==> src/rtl/sys_ctrl.sv <==
// UART command sequencer: decodes write/read frames into REG_FILE
// accesses and returns read data as a single transmit byte.
module sys_ctrl #(
    parameter int                DATA_W = 8,
    parameter int                ADD_W  = 4,
    parameter logic [DATA_W-1:0] WR_CMD = 8'hAA,
    parameter logic [DATA_W-1:0] RD_CMD = 8'hBB,
    parameter int                TO_CYC = 4
) (
    input  logic              Clk,
    input  logic              RST,
    input  logic [DATA_W-1:0] RX_P_Data,
    input  logic              RX_D_VLD,
    input  logic [DATA_W-1:0] RdData,
    input  logic              RdData_Valid,
    output logic              WrEn,
    output logic              RdEn,
    output logic [ADD_W-1:0]  Address,
    output logic [DATA_W-1:0] WrData,
    output logic [DATA_W-1:0] TX_P_Data,
    output logic              TX_D_VLD,
    input  logic              TX_Busy,
    output logic              Frame_Err
);

    localparam int CNT_W = $clog2(TO_CYC + 1);
    localparam logic [CNT_W-1:0] TO_CNT = CNT_W'(TO_CYC);

    typedef enum logic [2:0] {
        IDLE,
        WR_ADDR,
        WR_DATA,
        RD_ADDR,
        RD_WAIT,
        TX_SEND
    } state_t;

    state_t            state_q;
    state_t            state_d;
    logic [CNT_W-1:0]  cnt_q;
    logic [CNT_W-1:0]  cnt_d;
    logic              wr_en_d;
    logic              rd_en_d;
    logic              tx_vld_d;
    logic              ferr_d;
    logic [ADD_W-1:0]  addr_d;
    logic [DATA_W-1:0] wdata_d;
    logic [DATA_W-1:0] tx_data_d;

    // State, timeout counter and every output are registered here.
    always_ff @(posedge Clk or posedge RST) begin
        if (RST) begin
            state_q   <= IDLE;
            cnt_q     <= '0;
            WrEn      <= 1'b0;
            RdEn      <= 1'b0;
            Address   <= '0;
            WrData    <= '0;
            TX_P_Data <= '0;
            TX_D_VLD  <= 1'b0;
            Frame_Err <= 1'b0;
        end else begin
            state_q   <= state_d;
            cnt_q     <= cnt_d;
            WrEn      <= wr_en_d;
            RdEn      <= rd_en_d;
            Address   <= addr_d;
            WrData    <= wdata_d;
            TX_P_Data <= tx_data_d;
            TX_D_VLD  <= tx_vld_d;
            Frame_Err <= ferr_d;
        end
    end

    // Frame decode: next state and next output values.
    always_comb begin
        state_d   = state_q;
        cnt_d     = cnt_q;
        wr_en_d   = 1'b0;
        rd_en_d   = 1'b0;
        tx_vld_d  = 1'b0;
        ferr_d    = 1'b0;
        addr_d    = Address;
        wdata_d   = WrData;
        tx_data_d = TX_P_Data;
        unique case (state_q)
            IDLE: begin
                if (RX_D_VLD) begin
                    if (RX_P_Data == WR_CMD) begin
                        state_d = WR_ADDR;
                    end else if (RX_P_Data == RD_CMD) begin
                        state_d = RD_ADDR;
                    end
                end
            end
            WR_ADDR: begin
                if (RX_D_VLD) begin
                    addr_d  = RX_P_Data[ADD_W-1:0];
                    state_d = WR_DATA;
                end
            end
            WR_DATA: begin
                if (RX_D_VLD) begin
                    wdata_d = RX_P_Data;
                    wr_en_d = 1'b1;
                    state_d = IDLE;
                end
            end
            RD_ADDR: begin
                if (RX_D_VLD) begin
                    addr_d  = RX_P_Data[ADD_W-1:0];
                    rd_en_d = 1'b1;
                    cnt_d   = '0;
                    state_d = RD_WAIT;
                end
            end
            RD_WAIT: begin
                // A byte arriving mid-read cannot be queued; flag it.
                ferr_d = RX_D_VLD;
                if (RdData_Valid) begin
                    tx_data_d = RdData;
                    state_d   = TX_SEND;
                end else begin
                    cnt_d = cnt_q + CNT_W'(1);
                    if (cnt_d == TO_CNT) begin
                        ferr_d  = 1'b1;
                        state_d = IDLE;
                    end
                end
            end
            TX_SEND: begin
                ferr_d = RX_D_VLD;
                if (!TX_Busy) begin
                    tx_vld_d = 1'b1;
                    state_d  = IDLE;
                end
            end
            default: state_d = IDLE;
        endcase
    end

endmodule

==> config.mk <==
export PLATFORM = sky130hd
export DESIGN_NAME = sys_ctrl
export DESIGN_NICKNAME = d
export VERILOG_FILES = /design/src/rtl/sys_ctrl.sv
export SDC_FILE = /design/constraint.sdc
export NUM_CORES = 1
export LEC_CHECK = 0
export ABC_AREA = 1
export CORE_MARGIN = 4
export CORE_UTILIZATION = 50
export CTS_CLUSTER_SIZE = 12
export DETAILED_ROUTE_END_ITERATION = 12
export DONT_BUFFER_PORTS = 1
export PLACE_DENSITY = 0.71
export SYNTH_ARGS = -nofsm -noshare
export SYNTH_HDL_FRONTEND = slang
export SYNTH_SLANG_ARGS = --single-unit
==> constraint.sdc <==
create_clock -name Clk -period 1.6 [get_ports Clk]
set_clock_uncertainty 0.15 [all_clocks]
set_input_delay 0.48 -clock Clk [delete_from_list [all_inputs] [get_ports Clk]]
set_output_delay 0.48 -clock Clk [all_outputs]
set_load 0.1 [all_outputs]
Yosys cells after proc, flatten, opt, wreduce, memory -nomap -nowiden
Index checks and enable logic that the tools add are counted.
{"block": "totals", "register_bits": 30, "input_bits": 21, "output_inout_bits": 24}
{"block": "classes", "add_sub_neg": 1, "n_mux": 20, "n_eq_ne": 16, "n_reduce_logical": 8}
{"op": "2-to-1 mux 3 bit", "n": 10}
{"op": "one-hot mux 3 bit (6 select lines)", "n": 1}
{"op": "== test 8 bit, second input constant", "n": 2}
{"op": "inequality test 2 bit, second input constant", "n": 6}
{"op": "== test 3 bit, second input constant", "n": 3}
{"op": "2-to-1 mux 1 bit", "n": 7}
{"op": "AND reduction 7 bit", "n": 1}
{"op": "== test 3 x 2 -> 1 bit, second input constant", "n": 2}
{"op": "inequality test 3 bit, second input constant", "n": 2}
{"op": "one-hot mux 3 bit (2 select lines)", "n": 1}
{"op": "AND reduction 2 bit", "n": 3}
{"op": "adder 3 x 1 -> 3 bit, second input constant", "n": 1}
{"op": "== test 3 x 1 -> 1 bit, second input constant", "n": 1}
{"op": "logical NOT 3 bit", "n": 1}
{"op": "AND reduction 3 bit", "n": 1}
{"op": "one-hot mux 1 bit (2 select lines)", "n": 1}
{"op": "nonzero test 2 bit", "n": 1}
{"op": "OR reduction 2 bit", "n": 1}

Logic depth before layout (Yosys ltp)
Gate-level depths: netlist (run 1).
{"block": "logic_depth", "ltp_word": 5, "ltp_mapped": 8, "mapped_depth_nobuf": 8}

Worst setup path before layout (run 1)
OpenSTA, ideal clock, no wires.
{"block": "synth_timing", "path_kind": "flip-flop to output port", "startpoint": "register Address[0]", "endpoint": "output port Address[0]", "slack_ns": 0.072, "path_stages_with_launch": 1, "arrival_time_ns": 0.898, "path_cell_list": "dfrtp_1"}
{"item": "from (decl)", "line": "18", "rtl": "output logic [ADD_W-1:0] Address,"}
{"item": "from (signal assigned)", "line": "67", "rtl": "Address <= addr_d;"}
No word-level cell between the ends.

Final worst setup path (run 1)
{"block": "layout_timing", "startpoint": "register Address[1]", "endpoint": "output port Address[1]"}
No word-level cell between the ends.

==> impl_metrics.ini, run 1 <==
[yosys]
synth_cell_types = 23
syn-mean-instance-area_sq_um = 8.74
synthCells = 154
netlist.area_leader.share = 0.558
yosysWarnings = 0
synth_area_leaders = dfrtp_1 (56%), nand2_1 (16%), nand3_1 (5.2%)
ys_ff_latch = 30
synth_area_leader_cell = dfrtp_1
synth_fp_nets = 177
ys_seq_area_frac = 0.558
synth_area_sq_um = 1350

[route]
dr_total_vias = 1118
via_per_inst = 5.18
wirelength_um = 2840
wl_per_cell_um = 13.1
antenna_left = 0
drtIter0Drc = 34
dr.pass1.iters = 4
drc = 0

[clocking]
h-tree-depth = 2
root_buffer = clkbuf_4
clk-insertion-delay-late_ps = 320
cts_tree = yes
cts_buffers = 5
cts_max_path_buffers = 2
cts_sinks = 30
clk_pin_slew_ps = 90

[timing]
slew_viol_final = 0
setup_viol = 0
period_share = 0.964
tns_ps = 0
fin_crit_ps = 1540
tightestPinTransition_ps = 370
rsz0062_at_grt = no
max_freq_mhz = 648
relSlewSlack = 0.753
hold_viol_final = 0

[setup_path]
path_delay_family = flip-flops
worstPathArrival_ps = 910
cp.required_ps = 970
cp_slowest_cell = dfrtp_1
path_class = flop to primary output
worstSetupEndpointType = primary output
critPathBufInv = 1
slowest_delay_ps = 410
critPathMaxFanout = 2
cp_cell_sequence = buf_12
worstSetupStartpointType = flop

[min_path]
hold_class = input port to flop

[placed_design]
port_buffers = 0
gp_congestion = 0.771
place_hpwl_um = 2080

[global_routing]
track_usage = 0.184
grt_pass1_wl_um = 4950
grt_pass1_vias = 1191
antenna_found_initial = 0
grt_overflow = 0
grt_max_degree = 31

[floorplanning]
num_rows = 18
pin_count = 45
start_util = 0.534
coreArea_sq_um = 2520
die_width_um = 59.9
fp.dieH_um = 59.9
die_area_sq_um = 3590

[layout]
diodes = 0
drive_gt1_frac = 0.242
syn_to_final_growth_pct = 32.1
final_nets = 209

[job]
maxCapViolCount = 0

[outcome]
status = completed
-- stage by stage --
stage                     cells  hold WS [ps]  setup WS [ps]  instance area, sq um  utilization
after floorplan             154           333           72.3                  1350            -
after global placement      207           309            134                  1650        0.653
after detailed placement    207           324           65.3                  1650        0.653
after CTS                   215          44.1           2.00                  1700        0.675
after global routing        216          41.9           1.54                  1780        0.705
final                       216          59.9           57.7                  1780        0.705
-- cell type report --
cell class	instances	area (sq um)
Sequential cell	30	751
Tap cell	30	37.5
Multi-Input combinational cell	104	518
Timing Repair Buffer	27	357
Inverter	18	70.1
Clock buffer	7	45.0
Fill cell	208	744
-- registers in the layout, indices dropped and copies added, names as in the netlist --
register   flops
Address        4
Frame_Err      1
RdEn           1
TX_D_VLD       1
TX_P_Data      8
WrData         8
WrEn           1
cnt_q          3
state_q        3
-- layer usage --
| metal | vias to the layer above | part of all wire | global-route usage |
|---|---|---|---|
| met4 | 0 | 0.011 | 0.0665 |
| met2 | 34 | 0.49 | 0.299 |
| li1 | 549 | - | - |
| met3 | 4 | 0.081 | 0.0670 |
| met5 | - | 0 | 0 |
| met1 | 531 | 0.41 | 0.223 |
-- placed cells by master, fill, tap and decap left out, drive strengths merged, types with 2 or more instances in the layout --
master   n
buf     26
clkbuf   7
dfrtp   30
ha       2
inv     18
nand2   61
nand3   15
nand4    2
nor2     7
o21ai   13
-- path summary, 6_finish.rpt --
path / startpoint / end / slack [ps] / depth (start not counted)
setup / recovery: Address[1] / Address[1] / 60 / 1
hold / removal: TX_Busy / TX_D_VLD / 60 / 1
setup reg to reg: cnt_q[0] / state_q[0] / 130 / 7
hold reg to reg: cnt_q[2] / cnt_q[2] / 410 / 2
max in group asynchronous: RST / Address[1] / 510 / 3
min in group asynchronous: RST / TX_P_Data[6] / 520 / 3
-- cells in the mapped netlist --
cell / count
inv_2: 3
nand3_1: 14
inv_1: 14
nand3_2: 1
nand2_1: 58
buf_4: 1
ha_1: 2
buf_2: 1
mux2i_1: 1
nor2_1: 5
nand4_1: 1
o21ai_1: 12
nor3_1: 1
dfrtp_1: 30
nor2_2: 1
o22ai_1: 1
inv_4: 1
o21ai_2: 1
nand2_2: 1
nand4_2: 1
a21oi_4: 1
nor2_4: 1
nand2_4: 2
-- cell families after synthesis --
logic type / synth area share
simple gates: 0.287
flops: 0.558
buf+inv: 0.0613
compound gates: 0.0679
fa+ha+maj: 0.0186
mux: 0.00744
-- what timing repair did --
action / in CTS / in global routing
hold buffers: 1 / 0
resized for setup: 0 / 18
endpoints found under the hold margin: 30 / 0
endpoints found under the setup margin: 0 / 20
buffers inserted: 0 / 1
Power of run 1 is left out: the tool's default activity adds up to more than one toggle a clock period on the data nets, which glitch-free logic cannot reach.
==> inputs of run 2 (changes only) <==
==> constraint.sdc (replaced) <==
create_clock -name Clk -period 1.6 [get_ports Clk]
set_clock_uncertainty 0.15 [all_clocks]
set_input_delay 0.48 -clock Clk [delete_from_list [all_inputs] [get_ports Clk]]
set_output_delay 0.48 -clock Clk [all_outputs]
set_load 0.02 [all_outputs]
==> run 2 against run 1 <==
First-iteration DRC count shrank 24%; utilization shrank 13 points; maximum frequency grew 2.3%; cell count shrank 11%.
==> impl_metrics.ini, run 2 (same netlist as run 1, synthesis figures left out) <==
[outcome]
status = completed

[min_path]
hold_depth = 1
hold_class = input port to flop

[setup_path]
cp.required_ps = 1650
worstSetupStartpointType = flop
path_delay_family = flip-flops
worstPathArrival_ps = 1560
path_depth = 7
path_class = flop to flop
path_common_cell = nand2_1
cp_cell_sequence = ha_1 -> nand2_1 -> nand3_1 -> a21oi_4 -> nand2_4 -> nand2_1 -> nand2_1
slowest_delay_ps = 420
reg2reg_depth = 7
worstSetupEndpointType = flop
critPathBufInv = 0
critPathMaxFanout = 4
cp_slowest_cell = dfrtp_1

[layout]
fillCellCount = 236
final_nets = 184
drive_gt1_frac = 0.130
syn_to_final_growth_pct = 7.62
final_cell_mix = nand2_1 (58), dfrtp_1 (30), nand3_1 (14), inv_1 (14), o21ai_1 (12)
top_regs = TX_P_Data x8, WrData x8, Address x4
layout.cells.most_common = nand2_1
diodes = 0

[timing]
tightestPinTransition_ps = 368
hold_viol_final = 0
tns_ps = 0
relSlewSlack = 0.754
period_share = 0.942
rsz0062_at_grt = no
max_freq_mhz = 663
setup_viol = 0
fin_crit_ps = 1510
slew_viol_final = 0

[clocking]
cts_max_path_buffers = 2
cts_tree = yes
clk-insertion-delay-late_ps = 310
cts_buffers = 5
cts_resized = 0
root_buffer = clkbuf_4
clk_pin_slew_ps = 90
cts_setup_buffers = 0
cts_sinks = 30
h-tree-depth = 2

[pwr]
internal_power_w = 0.00158
p_seq_frac = 0.569
power_switching_share = 0.453
power.leakage_nw = 0.792
p_comb_frac = 0.273
p_total_w = 0.00289
power_per_cell_area_nw_per_um2 = 1990
irDropWorstVdd_mv = 1.27
p_clk_frac = 0.158
switchingPower_w = 0.00131

[global_routing]
grt_overflow = 0
grt_pass1_wl_um = 4510
grt_pass1_vias = 1028
antenna_found_initial = 0
grt_max_degree = 31
track_usage = 0.168

[route]
wl_per_cell_um = 13.5
dr.pass1.iters = 4
via_per_inst = 5.15
drtIter0Drc = 26
wirelength_um = 2590
drc = 0
antenna_left = 0
dr_total_vias = 989

[floorplanning]
die_width_um = 59.9
num_rows = 18
coreArea_sq_um = 2520
pin_count = 45
die_area_sq_um = 3590
start_util = 0.534
fp.dieH_um = 59.9

[job]
maxCapViolCount = 0

[placed_design]
place_hpwl_um = 1960
port_buffers = 0
gp_congestion = 0.746
## run 2: cell types whose count changed in the layout (fill, tap and decap cells not counted)
cell / change
clkbuf_8: +1
nand3_2: -1
nand3_1: +1
clkbuf_1: -1
buf_6: -17
clkinv_2: +1
buf_12: -7
buf_4: -1
## run 2: path summary, 6_finish.rpt
kind,startpoint,to,slack (ps)
worst min-delay path,TX_Busy,TX_D_VLD,70
worst max-delay path,cnt_q[0],state_q[2],90
max in group asynchronous,RST,RdEn,500
min in group asynchronous,RST,WrData[4],520
worst max register to register,cnt_q[0],state_q[2],90
worst min register to register,cnt_q[0],cnt_q[0],390
## run 2: worst reg2reg max path: stages, from the launching register on
cell and delay (ps):
dfrtp_1 420, ha_1 220, nand2_1 70, nand3_1 140, a21oi_4 210, nand2_4 70, nand2_1 60, nand2_1 60
## run 2: layout make-up
class | count | area, sq um | share of cell area
sequential | 30 | 751 | 0.518
clock inverter | 1 | 5.00 | 0.00345
timing repair buffer | 2 | 17.5 | 0.0121
inverter | 18 | 70.1 | 0.0484
clock buffer | 7 | 55.1 | 0.0380
multi-input combinational | 104 | 513 | 0.354
tap | 30 | 37.5 | 0.0259
## run 2: repair_timing
action                     4_1_cts  5_1_grt
hold buffers                     1        0
hold endpoints to repair        30        0
setup endpoints to repair        0        2
## run 2: power groups by stage
stage	sequential, W	clock (W)	combinational (W)
finish	0.00165	0.000456	0.000788
global route	0.00170	0.000518	0.000938
CTS	0.00165	0.000476	0.000796
detailed placement	0.00166	0	0.000795
global placement	0.00165	0	0.000749
floorplan	0.00159	0	0.000680
## run 2: per-stage QoR
stage	hold WS [ps]	area, sq um	util	instances	worst slack [ps]
2_1_floorplan	333	1350	-	154	169
3_3_place_gp	310	1380	0.547	183	136
3_5_place_dp	317	1380	0.547	183	65.7
4_1_cts	56.5	1450	0.574	192	56.9
5_1_grt	49.5	1450	0.574	192	13.2
6_report	74.2	1450	0.574	192	92.0
## run 2: metal layers
metal,vias to the layer above,GRT usage,part of all wire
met4,0,0.0665,0.0050
li1,499,-,-
met2,28,0.267,0.48
met3,2,0.0583,0.073
met1,460,0.209,0.44
met5,-,0,0
Note: power is estimated with default switching activity, not from simulation.
==> inputs of run 3 (changes only) <==
--- a/config.mk
+++ b/config.mk
@@ -12,6 +12,7 @@
 export DETAILED_ROUTE_END_ITERATION = 12
 export DONT_BUFFER_PORTS = 1
 export PLACE_DENSITY = 0.71
+export SLEW_MARGIN = 20
 export SYNTH_ARGS = -nofsm -noshare
 export SYNTH_HDL_FRONTEND = slang
 export SYNTH_SLANG_ARGS = --single-unit
==> results of run 3 <==
Final layout, timing and power as in run 2 (identical DEF).
